===== src/rtl/modular_halving_unit_if.sv =====
// Operand/result bundle for the modular halving unit: operands and start in, busy/finish/result out.
// Start is level-sampled and only accepted while the unit is idle.
interface modular_halving_unit_if #(
  parameter int WIDTH = 64,
  parameter int KW    = 7
);
  logic [WIDTH-1:0] a_i;
  logic [WIDTH-1:0] p_i;
  logic [KW-1:0]    k_i;
  logic             halving_start_i;
  logic             busy_o;
  logic             finish_o;
  logic [WIDTH-1:0] result_o;

  modport master (
    output a_i, p_i, k_i, halving_start_i,
    input  busy_o, finish_o, result_o
  );

  modport slave (
    input  a_i, p_i, k_i, halving_start_i,
    output busy_o, finish_o, result_o
  );
endinterface


===== src/rtl/modular_halving_unit.sv =====
// Iterative (A * 2^-K) mod P for odd P, one halving per clock; finish after K+1 edges (K+2 with
// MODHALF_PRE_REDUCE_EN, which adds one conditional subtract so A may lie in [0, 2P)). Start ignored while busy.
module modular_halving_unit #(
  parameter int WIDTH = 64,
  parameter int KW    = 7
) (
  input  logic                  clk_i,
  input  logic                  rst_ni,
  modular_halving_unit_if.slave bus
);

`ifdef MODHALF_PRE_REDUCE_EN
  typedef enum logic [1:0] {IDLE, HALVE, DONE, REDUCE} state_t;
`else
  typedef enum logic [1:0] {IDLE, HALVE, DONE} state_t;
`endif

  state_t           state_q, state_d;
  logic [WIDTH-1:0] acc_q, acc_d;
  logic [WIDTH-1:0] p_q, p_d;
  logic [KW-1:0]    cnt_q, cnt_d;
  logic             busy_q, busy_d;
  logic             finish_q, finish_d;
  logic [WIDTH-1:0] result_q, result_d;
  logic [WIDTH:0]   sum;

  always_ff @(posedge clk_i or negedge rst_ni) begin
    if (!rst_ni) begin
      state_q  <= IDLE;
      acc_q    <= '0;
      p_q      <= '0;
      cnt_q    <= '0;
      busy_q   <= 1'b0;
      finish_q <= 1'b0;
      result_q <= '0;
    end else begin
      state_q  <= state_d;
      acc_q    <= acc_d;
      p_q      <= p_d;
      cnt_q    <= cnt_d;
      busy_q   <= busy_d;
      finish_q <= finish_d;
      result_q <= result_d;
    end
  end

  always_comb begin
    state_d  = state_q;
    acc_d    = acc_q;
    p_d      = p_q;
    cnt_d    = cnt_q;
    busy_d   = busy_q;
    finish_d = 1'b0;
    result_d = result_q;
    // Extra bit keeps the carry of acc+p as the new MSB after the shift.
    sum      = {1'b0, acc_q} + {1'b0, p_q};

    case (state_q)
      IDLE: begin
        if (bus.halving_start_i) begin
          acc_d  = bus.a_i;
          p_d    = bus.p_i;
          cnt_d  = bus.k_i;
          busy_d = 1'b1;
`ifdef MODHALF_PRE_REDUCE_EN
          state_d = REDUCE;
`else
          state_d = (bus.k_i != '0) ? HALVE : DONE;
`endif
        end
      end
`ifdef MODHALF_PRE_REDUCE_EN
      REDUCE: begin
        if (acc_q >= p_q) acc_d = acc_q - p_q;
        state_d = (cnt_q != '0) ? HALVE : DONE;
      end
`endif
      HALVE: begin
        acc_d = acc_q[0] ? WIDTH'(sum >> 1) : (acc_q >> 1);
        cnt_d = cnt_q - KW'(1);
        if (cnt_q == KW'(1)) state_d = DONE;
      end
      DONE: begin
        result_d = acc_q;
        finish_d = 1'b1;
        busy_d   = 1'b0;
        state_d  = IDLE;
      end
      default: state_d = IDLE;
    endcase
  end

  assign bus.busy_o   = busy_q;
  assign bus.finish_o = finish_q;
  assign bus.result_o = result_q;

endmodule

===== src/flat_wrapper.sv =====
// flat-port wrapper written by rule: the top's interface ports become plain ports
module modular_halving_unit_flat 
#(
  parameter int WIDTH = 64,
  parameter int KW    = 7
)
  (clk_i, rst_ni, bus_a_i, bus_p_i, bus_k_i, bus_halving_start_i, bus_busy_o, bus_finish_o, bus_result_o);
  modular_halving_unit_if #(.WIDTH(WIDTH), .KW(KW)) bus_i ();
  input  logic clk_i;
  input  logic rst_ni;
  input wire logic [$bits(bus_i.a_i)-1:0] bus_a_i;
  input wire logic [$bits(bus_i.p_i)-1:0] bus_p_i;
  input wire logic [$bits(bus_i.k_i)-1:0] bus_k_i;
  input wire logic [$bits(bus_i.halving_start_i)-1:0] bus_halving_start_i;
  output wire logic [$bits(bus_i.busy_o)-1:0] bus_busy_o;
  output wire logic [$bits(bus_i.finish_o)-1:0] bus_finish_o;
  output wire logic [$bits(bus_i.result_o)-1:0] bus_result_o;
  assign bus_i.a_i = bus_a_i;
  assign bus_i.p_i = bus_p_i;
  assign bus_i.k_i = bus_k_i;
  assign bus_i.halving_start_i = bus_halving_start_i;
  assign bus_busy_o = bus_i.busy_o;
  assign bus_finish_o = bus_i.finish_o;
  assign bus_result_o = bus_i.result_o;
  modular_halving_unit #(.WIDTH(WIDTH), .KW(KW)) u_core (.clk_i(clk_i), .rst_ni(rst_ni), .bus(bus_i));
endmodule

===== config.mk =====
export PLATFORM = sky130hd
export DESIGN_NAME = modular_halving_unit_flat
export DESIGN_NICKNAME = d
export VERILOG_FILES = /design/src/rtl/modular_halving_unit_if.sv /design/src/rtl/modular_halving_unit.sv /design/src/flat_wrapper.sv
export SDC_FILE = /design/constraint.sdc
export NUM_CORES = 1
export LEC_CHECK = 0
export BUFFER_PORTS_ARGS = -buffer_cell sky130_fd_sc_hd__clkbuf_2
export CAP_MARGIN = 20
export CORE_MARGIN = 10
export CORE_UTILIZATION = 35
export DETAILED_ROUTE_END_ITERATION = 6
export MAX_ROUTING_LAYER = met4
export PLACE_DENSITY = 0.55
export SLEW_MARGIN = 20
export SYNTH_ARGS = -nofsm -noshare
export SYNTH_HDL_FRONTEND = slang
export SYNTH_SLANG_ARGS = --single-unit

===== constraint.sdc =====
create_clock -name clk_i -period 4.6 [get_ports clk_i]
set_input_delay 0.92 -clock clk_i [delete_from_list [all_inputs] [get_ports clk_i]]
set_output_delay 0.92 -clock clk_i [all_outputs]
set_load 0.05 [all_outputs]

======== Word-level counts from Yosys, hierarchy flattened ========
Cells that the tools add are included.
Widths: inputs -> output; s select.
word-level totals
  output and inout bits ................... 66
  word-level logic and storage cells ...... 34
  register bits ........................... 203
  input bits .............................. 138
cells by class
  $add $sub $neg .......................... 2
  reduce and logical (&&, ||, !) cells .... 8
  mux-type cells .......................... 12
  equality and inequality tests ........... 5
operators by type and width
  kind                 count
  $mux 64              2
  $pmux 64 s2          1
  $add 64x64->65       1
  $pmux 7 s2           1
  $reduce_and 2->1     4
  $eq 7x1->1 const B   1
  $mux 7               1
  $reduce_bool 7->1    1
  $sub 7x1->7 const B  1
  $mux 2               3
  $pmux 2 s2           1
  $reduce_bool 2->1    2
  $eq 2x1->1 const B   1
  $eq 2x2->1 const B   1
  $logic_not 2->1      1
  $mux 1               2
  $ne 2x1->1 const B   1
  $ne 2x2->1 const B   1
  $pmux 1 s2           1

======== Logic depth before layout (Yosys ltp) ========
Gate-level depths: netlist of run 1.
  depth in word-level cells ............... 4
  depth in mapped cells ................... 16
  depth with buffers taken out ............ 13

======== Worst setup path before layout of run 1 ========
OpenSTA, ideal clock, no wires.
  path type ............................... reg2reg
  start ................................... register u_core.acc_q[0]
  end ..................................... register u_core.acc_q[51]
  path buffers ............................ 3
  data required time ...................... 4512 ps
  setup time .............................. 88 ps
  data arrival time ....................... 3468 ps
  slack ................................... 1044 ps
  clock period less this slack ............ 3556 ps
  stages on the path, launching flop included .. 17
  cells stage by stage .................... dfrtp_1 > buf_2 > buf_1 > clkbuf_1 > and2_1 > fa_1 > a21oi_1 > o211ai_1 > a21oi_1 > o2111ai_1 > a41oi_2 > o21a_1 > o21ba_2 > nor4_2 > a211oi_1 > xor2_1 > a41oi_1
on the way
  cells in the longest elaborated chain, start to end .. 3
ends and longest elaborated chain
  what                    RTL line                    source
  start, declared         modular_halving_unit.sv:19  logic [WIDTH-1:0] acc_q, acc_d;
  start signal, assigned  modular_halving_unit.sv:30  acc_q <= '0;
  start signal, assigned  modular_halving_unit.sv:38  acc_q <= acc_d;
  $add 64x64->65          modular_halving_unit.sv:56  sum = {1'b0, acc_q} + {1'b0, p_q};
  $mux 64 *               modular_halving_unit.sv:79  acc_d = acc_q[0] ? WIDTH'(sum >> 1) : (acc_q >> 1);
  $pmux 64 s2 *           modular_halving_unit.sv:58  case (state_q)
Mark *: on every way between the ends. The rest lies on a longest branch, timed or not.
A chain may end at the register's enable or synchronous reset.

======== Final worst setup path of run 1 ========
  start ................................... register u_core.p_q[0]
  end ..................................... register u_core.acc_q[59]
on the way
  cells in the longest elaborated chain, start to end .. 3
ends and longest elaborated chain
  what                    RTL line                    source
  start, declared         modular_halving_unit.sv:20  logic [WIDTH-1:0] p_q, p_d;
  start signal, assigned  modular_halving_unit.sv:39  p_q <= p_d;
  $add 64x64->65          modular_halving_unit.sv:56
  $mux 64                 modular_halving_unit.sv:79
  $pmux 64 s2             modular_halving_unit.sv:58
No other way between the ends.

==> flow_summary.json, run 1 <==
{
  "clkTransAtPathRegs_ns": 0.06,
  "via_per_inst": 5.52,
  "yosys_most_used_dff": "dfrtp_1",
  "crit_path_frequent_cell": "a21oi_1",
  "first_pass_iters": 5,
  "finalSetupViolCount": 0,
  "cp-startpoint": "u_core.p_q[0]",
  "r2r_slack_ns": 1.06,
  "required_ns": 4.96,
  "reg2reg_from": "u_core.p_q[0]",
  "timing.critical_path.buf_inv": 0,
  "grt_pass1_wl_um": 62900,
  "drtIter0Drc": 596,
  "status": "completed",
  "fp.dieW_um": 209,
  "grt_max_degree": 103,
  "hold_path.class": "reg -> reg",
  "finalWeightedCongestion": 0.889,
  "slowest_delay_ns": 0.43,
  "ff2ff_path_depth": 13,
  "worst-path-stages": 13,
  "cap_violations": 0,
  "grt_pass1_vias": 10900,
  "cts_tree": "done",
  "crit_fanout": 5,
  "syn_nets": 1462,
  "syn_avg_cell_area_um2": 9.96,
  "hold_buffers": 0,
  "synth_enable_flop_cells": 0,
  "vias": 10500,
  "drc_errors": 0,
  "tns_ns": 0,
  "clk_latency_ns": 0.52,
  "cp_cell_sequence": "and2_1 > fa_1 > a21oi_1 > o211ai_1 > a21oi_1 > o2111ai_1 > a41oi_2 > o21a_1 > o21ba_2 > o21ai_1 > a31oi_1 > xor2_1 > o22ai_1",
  "coreArea_um2": 35500,
  "tightest_slew_ns": 1.06,
  "dpl.hpwl_um": 29600,
  "rsz0062_at_grt": "no",
  "drive_above_1_share_pct": 29.1,
  "startpoint_type": "flop",
  "yosys_register_bits": 203,
  "io_buffers": 203,
  "ys_seq_area_share_pct": 40.5,
  "grt_overflow_total": 0,
  "die_h_um": 209,
  "die_area_um2": 43800,
  "ios": 204,
  "hold_violations": 0,
  "cts-htree-levels": 1,
  "totalWireLength_um": 40500,
  "drv_slew": 0,
  "r2r-end": "u_core.acc_q[59]",
  "dr_wl_met2_um": 19000,
  "crit_path_end_kind": "flop",
  "min_period_ns": 3.54,
  "finClkSkew_ns": 0.0187,
  "cts-root-buf": "clkbuf_16",
  "antenna_left": 0,
  "cts_sinks": 203,
  "grt_usage_pct": 18.3,
  "whs_path_depth": 2,
  "cts_inserted_buffers": 25,
  "worst_ep_arrival_time_ns": 3.90,
  "cts_setup_buffers": 0,
  "syn_area_um2": 12500,
  "cpMaxStageDelayCell": "a41oi_2",
  "start_util_pct": 35.3,
  "area_growth_syn_to_layout_pct": 18.8,
  "top_layer": "met4",
  "min_from": "u_core.bus.result_o[20]",
  "antenna_found_initial": 0,
  "nNetsFinal": 1630,
  "max_slew_margin_pct": 29.3,
  "critPathKind": "reg -> reg",
  "ys_warn_count": 0,
  "wl_per_cell_um": 21.3,
  "wl_met1_um": 18900,
  "synthArstFlopShare_pct": 100,
  "placementRows": 69,
  "cts_buffer_depth": 3,
  "period_share_pct": 77.0,
  "num_antenna_cells": 0,
  "crit_family": "compound AO/OA/AOI/OAI gates",
  "met3_length_um": 1580,
  "synth_cells": 1258,
  "ys_types": 73,
  "cts_resized": 0,
  "min_to": "u_core.bus.result_o[20]",
  "max_freq_mhz": 282
}
## layer usage
layer	up-vias	GRT usage, %
met2	258	29.6
met5	-	-
li1	5017	-
met4	0	4.37
met1	5178	24.0
met3	49	2.16
## worst reg2reg max path, delay by kind of cell, from the launching register on
family                   cells  cell delay [ns]
adder cells (fa/ha/maj)      1             0.41
XOR/XNOR                     1             0.16
AO/OA/AOI/OAI               10             2.28
flip-flops                   1             0.39
AND/OR/NAND/NOR              1             0.17
## cell families (layout without fill, tap and decap cells)
kind of cell / Yosys count / after routing / share of synthesized area [%]
DFF: 203 / 203 / 40.5
buffers and inverters: 111 / 296 / 3.45
adders and majority gates: 66 / 66 / 6.65
AOI/OAI and AO/OA: 392 / 392 / 20.9
muxes: 150 / 150 / 13.3
and+or+nand+nor: 276 / 276 / 11.0
xor gates and xnor gates: 60 / 60 / 4.19
## cells in the final DEF (no fill, tap or decap), types with 32 or more instances in the layout
master	count
clkbuf_2	202
mux2_2	128
ha_1	65
and3_1	32
nor2_1	63
nand2_1	75
dfrtp_1	201
xnor2_1	42
o21ai_0	77
inv_1	34
a21oi_1	127
## cells in the mapped netlist (9+ instances only)
cell type    n  area, um^2
a221oi_1    31         272
nor3_1      13        65.1
nor2_1      66         248
xnor2_1     42         368
nand2_1     77         289
a21o_1      17         128
mux2_2     128        1440
dfrtp_1    203        5080
o22ai_1     10        62.6
o21ai_0     77         385
o21ai_1     10        50.1
o22a_1      23         201
inv_1       34         128
mux2i_1     22         220
ha_1        65         813
o21bai_1    19         143
nand3_1     19        95.1
a21oi_1    127         636
nand4_1     18         113
and3_1      32         200
xor2_1      18         158
o21a_1       9        67.6
clkbuf_1    58         218
nor3b_1     23         173
buf_2       10        50.1
a31oi_1     13        81.3
## layout make-up
type,count,area [um^2]
Fill cell,3531,20600
Sequential cell,203,5080
Clock buffer,36,757
Clock inverter,8,143
Tap cell,461,577
Multi-Input combinational cell,944,7060
Timing Repair Buffer,217,1140
Inverter,35,131
## state kept, by name, indices dropped and copies added (netlist names)
register             cells
u_core.cnt_q             7
u_core.state_q           2
u_core.bus.busy_o        1
u_core.bus.result_o     64
u_core.bus.finish_o      1
u_core.p_q              64
u_core.acc_q            64
## worst max-delay path by stage
| stage | to | slack, ns |
|---|---|---|
| 5_1_grt | u_core.acc_q[60] | 0.79 |
| 6_report | u_core.acc_q[59] | 1.06 |
| 4_1_cts | u_core.acc_q[51] | 1.07 |
| 3_3_place_gp | u_core.acc_q[54] | 1.12 |
| 3_5_place_dp | u_core.acc_q[51] | 1.09 |
| 2_1_floorplan | u_core.acc_q[51] | 1.04 |
## per-stage QoR
| step | util (%) | area, um^2 | hold slack, ns | cells | setup WS [ns] |
|---|---|---|---|---|---|
| floorplan | - | 12500 | 0.470 | 1258 | 1.04 |
| global placement | 39.4 | 14000 | 0.469 | 1860 | 1.12 |
| detailed placement | 39.4 | 14000 | 0.473 | 1860 | 1.09 |
| CTS | 42.0 | 14900 | 0.486 | 1904 | 1.07 |
| global route | 42.0 | 14900 | 0.513 | 1904 | 0.786 |
| finish | 42.0 | 14900 | 0.481 | 1904 | 1.06 |
Power of run 1 is not shown: default switching activity piles up to over one toggle a cycle in this logic, so the estimate is an artifact.
==> inputs of run 2 (changes only) <==
--- a/config.mk
+++ b/config.mk
@@ -11,7 +11,7 @@
 export CORE_UTILIZATION = 35
 export DETAILED_ROUTE_END_ITERATION = 6
 export MAX_ROUTING_LAYER = met4
-export PLACE_DENSITY = 0.55
+export PLACE_DENSITY = 0.57
 export SLEW_MARGIN = 20
 export SYNTH_ARGS = -nofsm -noshare
 export SYNTH_HDL_FRONTEND = slang
==> constraint.sdc (replaced) <==
create_clock -name clk_i -period 3.1 [get_ports clk_i]
set_input_delay 0.62 -clock clk_i [delete_from_list [all_inputs] [get_ports clk_i]]
set_output_delay 0.62 -clock clk_i [all_outputs]
set_load 0.05 [all_outputs]
==> flow_summary.json, run 2 (synthesized netlist as in run 1, its figures left out) <==
{
  "max_slew_margin_pct": 50.0,
  "vias": 11100,
  "cts-root-buf": "clkbuf_16",
  "drv_slew": 0,
  "fin_util_pct": 45.4,
  "crit_fanout": 3,
  "fp.dieW_um": 209,
  "cts_buffer_depth": 3,
  "slowest_delay_ns": 0.41,
  "drtIter0Drc": 719,
  "dpl.hpwl_um": 31900,
  "cts-htree-levels": 1,
  "grt_max_degree": 78,
  "cp_cell_sequence": "buf_4 > fa_2 > a21oi_4 > o211ai_1 > nand4_1 > nand4b_1 > a21oi_4 > o31ai_4 > a31o_4 > a31oi_4 > o41ai_2 > xnor2_1 > a221oi_2",
  "die_h_um": 209,
  "status": "completed",
  "antenna_left": 0,
  "required_ns": 3.57,
  "tightest_slew_ns": 0.751,
  "min_period_ns": 3.09,
  "wl_met1_um": 19200,
  "startpoint_type": "flop",
  "area_growth_syn_to_layout_pct": 28.5,
  "r2r_slack_ns": 0.009,
  "cp-endpoint": "u_core.acc_q[61]",
  "final_common_cell": "clkbuf_2",
  "coreArea_um2": 35500,
  "reg2reg_from": "u_core.p_q[1]",
  "hold_path.class": "in -> async",
  "first_pass_iters": 7,
  "cts_sinks": 203,
  "critPathKind": "reg -> reg",
  "start_util_pct": 35.3,
  "wl_per_cell_um": 20.8,
  "nNetsFinal": 1758,
  "drc_errors": 0,
  "grt_usage_pct": 19.3,
  "cp-startpoint": "u_core.p_q[1]",
  "ios": 204,
  "met3_length_um": 2380,
  "finalSetupViolCount": 0,
  "period_share_pct": 99.7,
  "dr_wl_met2_um": 19800,
  "grt_pass1_vias": 11700,
  "via_per_inst": 5.45,
  "cpMaxStageDelayCell": "fa_2",
  "drive_above_1_share_pct": 36.9,
  "clkTransAtPathRegs_ns": 0.06,
  "cap_violations": 0,
  "placementRows": 69,
  "cts_inserted_buffers": 26,
  "finalWeightedCongestion": 0.904,
  "tns_ns": 0,
  "finClkSkew_ns": 0.0320,
  "ff2ff_path_depth": 13,
  "totalWireLength_um": 42300,
  "io_buffers": 203,
  "die_area_um2": 43800,
  "grt_pass1_wl_um": 66500,
  "worst-path-stages": 13,
  "crit_family": "compound AO/OA/AOI/OAI gates",
  "rsz0062_at_grt": "yes",
  "crit_path_frequent_cell": "a21oi_4",
  "worst_ep_arrival_time_ns": 3.56,
  "crit_path_end_kind": "flop",
  "antenna_found_initial": 1,
  "cts_tree": "done",
  "most-common-layout-cells": "202 x clkbuf_2, 201 x dfrtp_1, 135 x buf_4",
  "top_layer": "met4",
  "r2r-end": "u_core.acc_q[61]",
  "timing.critical_path.buf_inv": 1,
  "hold_violations": 0,
  "clk_latency_ns": 0.56,
  "max_freq_mhz": 323,
  "grt_overflow_total": 0,
  "num-fill-cells": 3474
}
-- run 2: metal layers --
metal	up-vias	global-route usage, %
li1	5261	-
met1	5472	24.9
met2	309	31.0
met3	52	3.24
met4	0	4.42
met5	-	-
-- run 2: what timing repair did --
item                                    CTS  global route
pin swaps                                 3            23
buffers inserted                          0             8
gates cloned                              0             0
resized for setup                         4            41
hold buffers                              0             0
endpoints found under the hold margin     0             0
endpoints found under the setup margin    7            21
-- run 2: worst register-to-register path: cells and delay by family, from the launching register on --
| kind | cells | cell delay [ns] |
|---|---|---|
| adders and majority gates | 1 | 0.41 |
| and+or+nand+nor | 2 | 0.38 |
| AOI/OAI and AO/OA | 8 | 1.51 |
| DFF | 1 | 0.38 |
| buffers and inverters | 1 | 0.15 |
| xor gates and xnor gates | 1 | 0.15 |
-- run 2: final cells by class --
type / instances / area, um^2 / area share, %
antenna: 1 / 2.50 / 0.0155
clock buffer: 37 / 773 / 4.80
clock inverter: 9 / 125 / 0.777
inverter: 35 / 131 / 0.816
multi-input combinational: 944 / 7270 / 45.1
sequential: 203 / 5080 / 31.6
tap: 461 / 577 / 3.58
timing repair buffer: 344 / 2150 / 13.3
-- run 2: per-stage QoR --
| step | std cells | setup WS (ns) | cell area, um^2 | hold slack (ns) |
|---|---|---|---|---|
| final | 2034 | 0.00873 | 16100 | 0.124 |
| after global routing | 2034 | -0.159 | 16100 | 0.175 |
| after CTS | 2025 | 0.0114 | 15900 | 0.138 |
| after detailed placement | 1979 | -0.141 | 15000 | 0.480 |
| after global placement | 1979 | -0.0518 | 15000 | 0.469 |
| after floorplan | 1258 | 0.00343 | 12600 | 0.324 |
-- run 2: how the worst min path moves through the flow --
| stage | endpoint | slack [ns] | cells after the start | start |
|---|---|---|---|---|
| after floorplan | u_core.acc_q[0] | 0.32 | 0 | rst_ni |
| after global placement | u_core.bus.result_o[20] | 0.47 | 2 | u_core.bus.result_o[20] |
| after detailed placement | u_core.bus.result_o[20] | 0.48 | 2 | u_core.bus.result_o[20] |
| after CTS | u_core.p_q[62] | 0.14 | 1 | rst_ni |
| after global routing | u_core.bus.result_o[62] | 0.17 | 1 | rst_ni |
| final | u_core.bus.result_o[0] | 0.12 | 1 | rst_ni |
Power of run 2 is left out for the same reason.
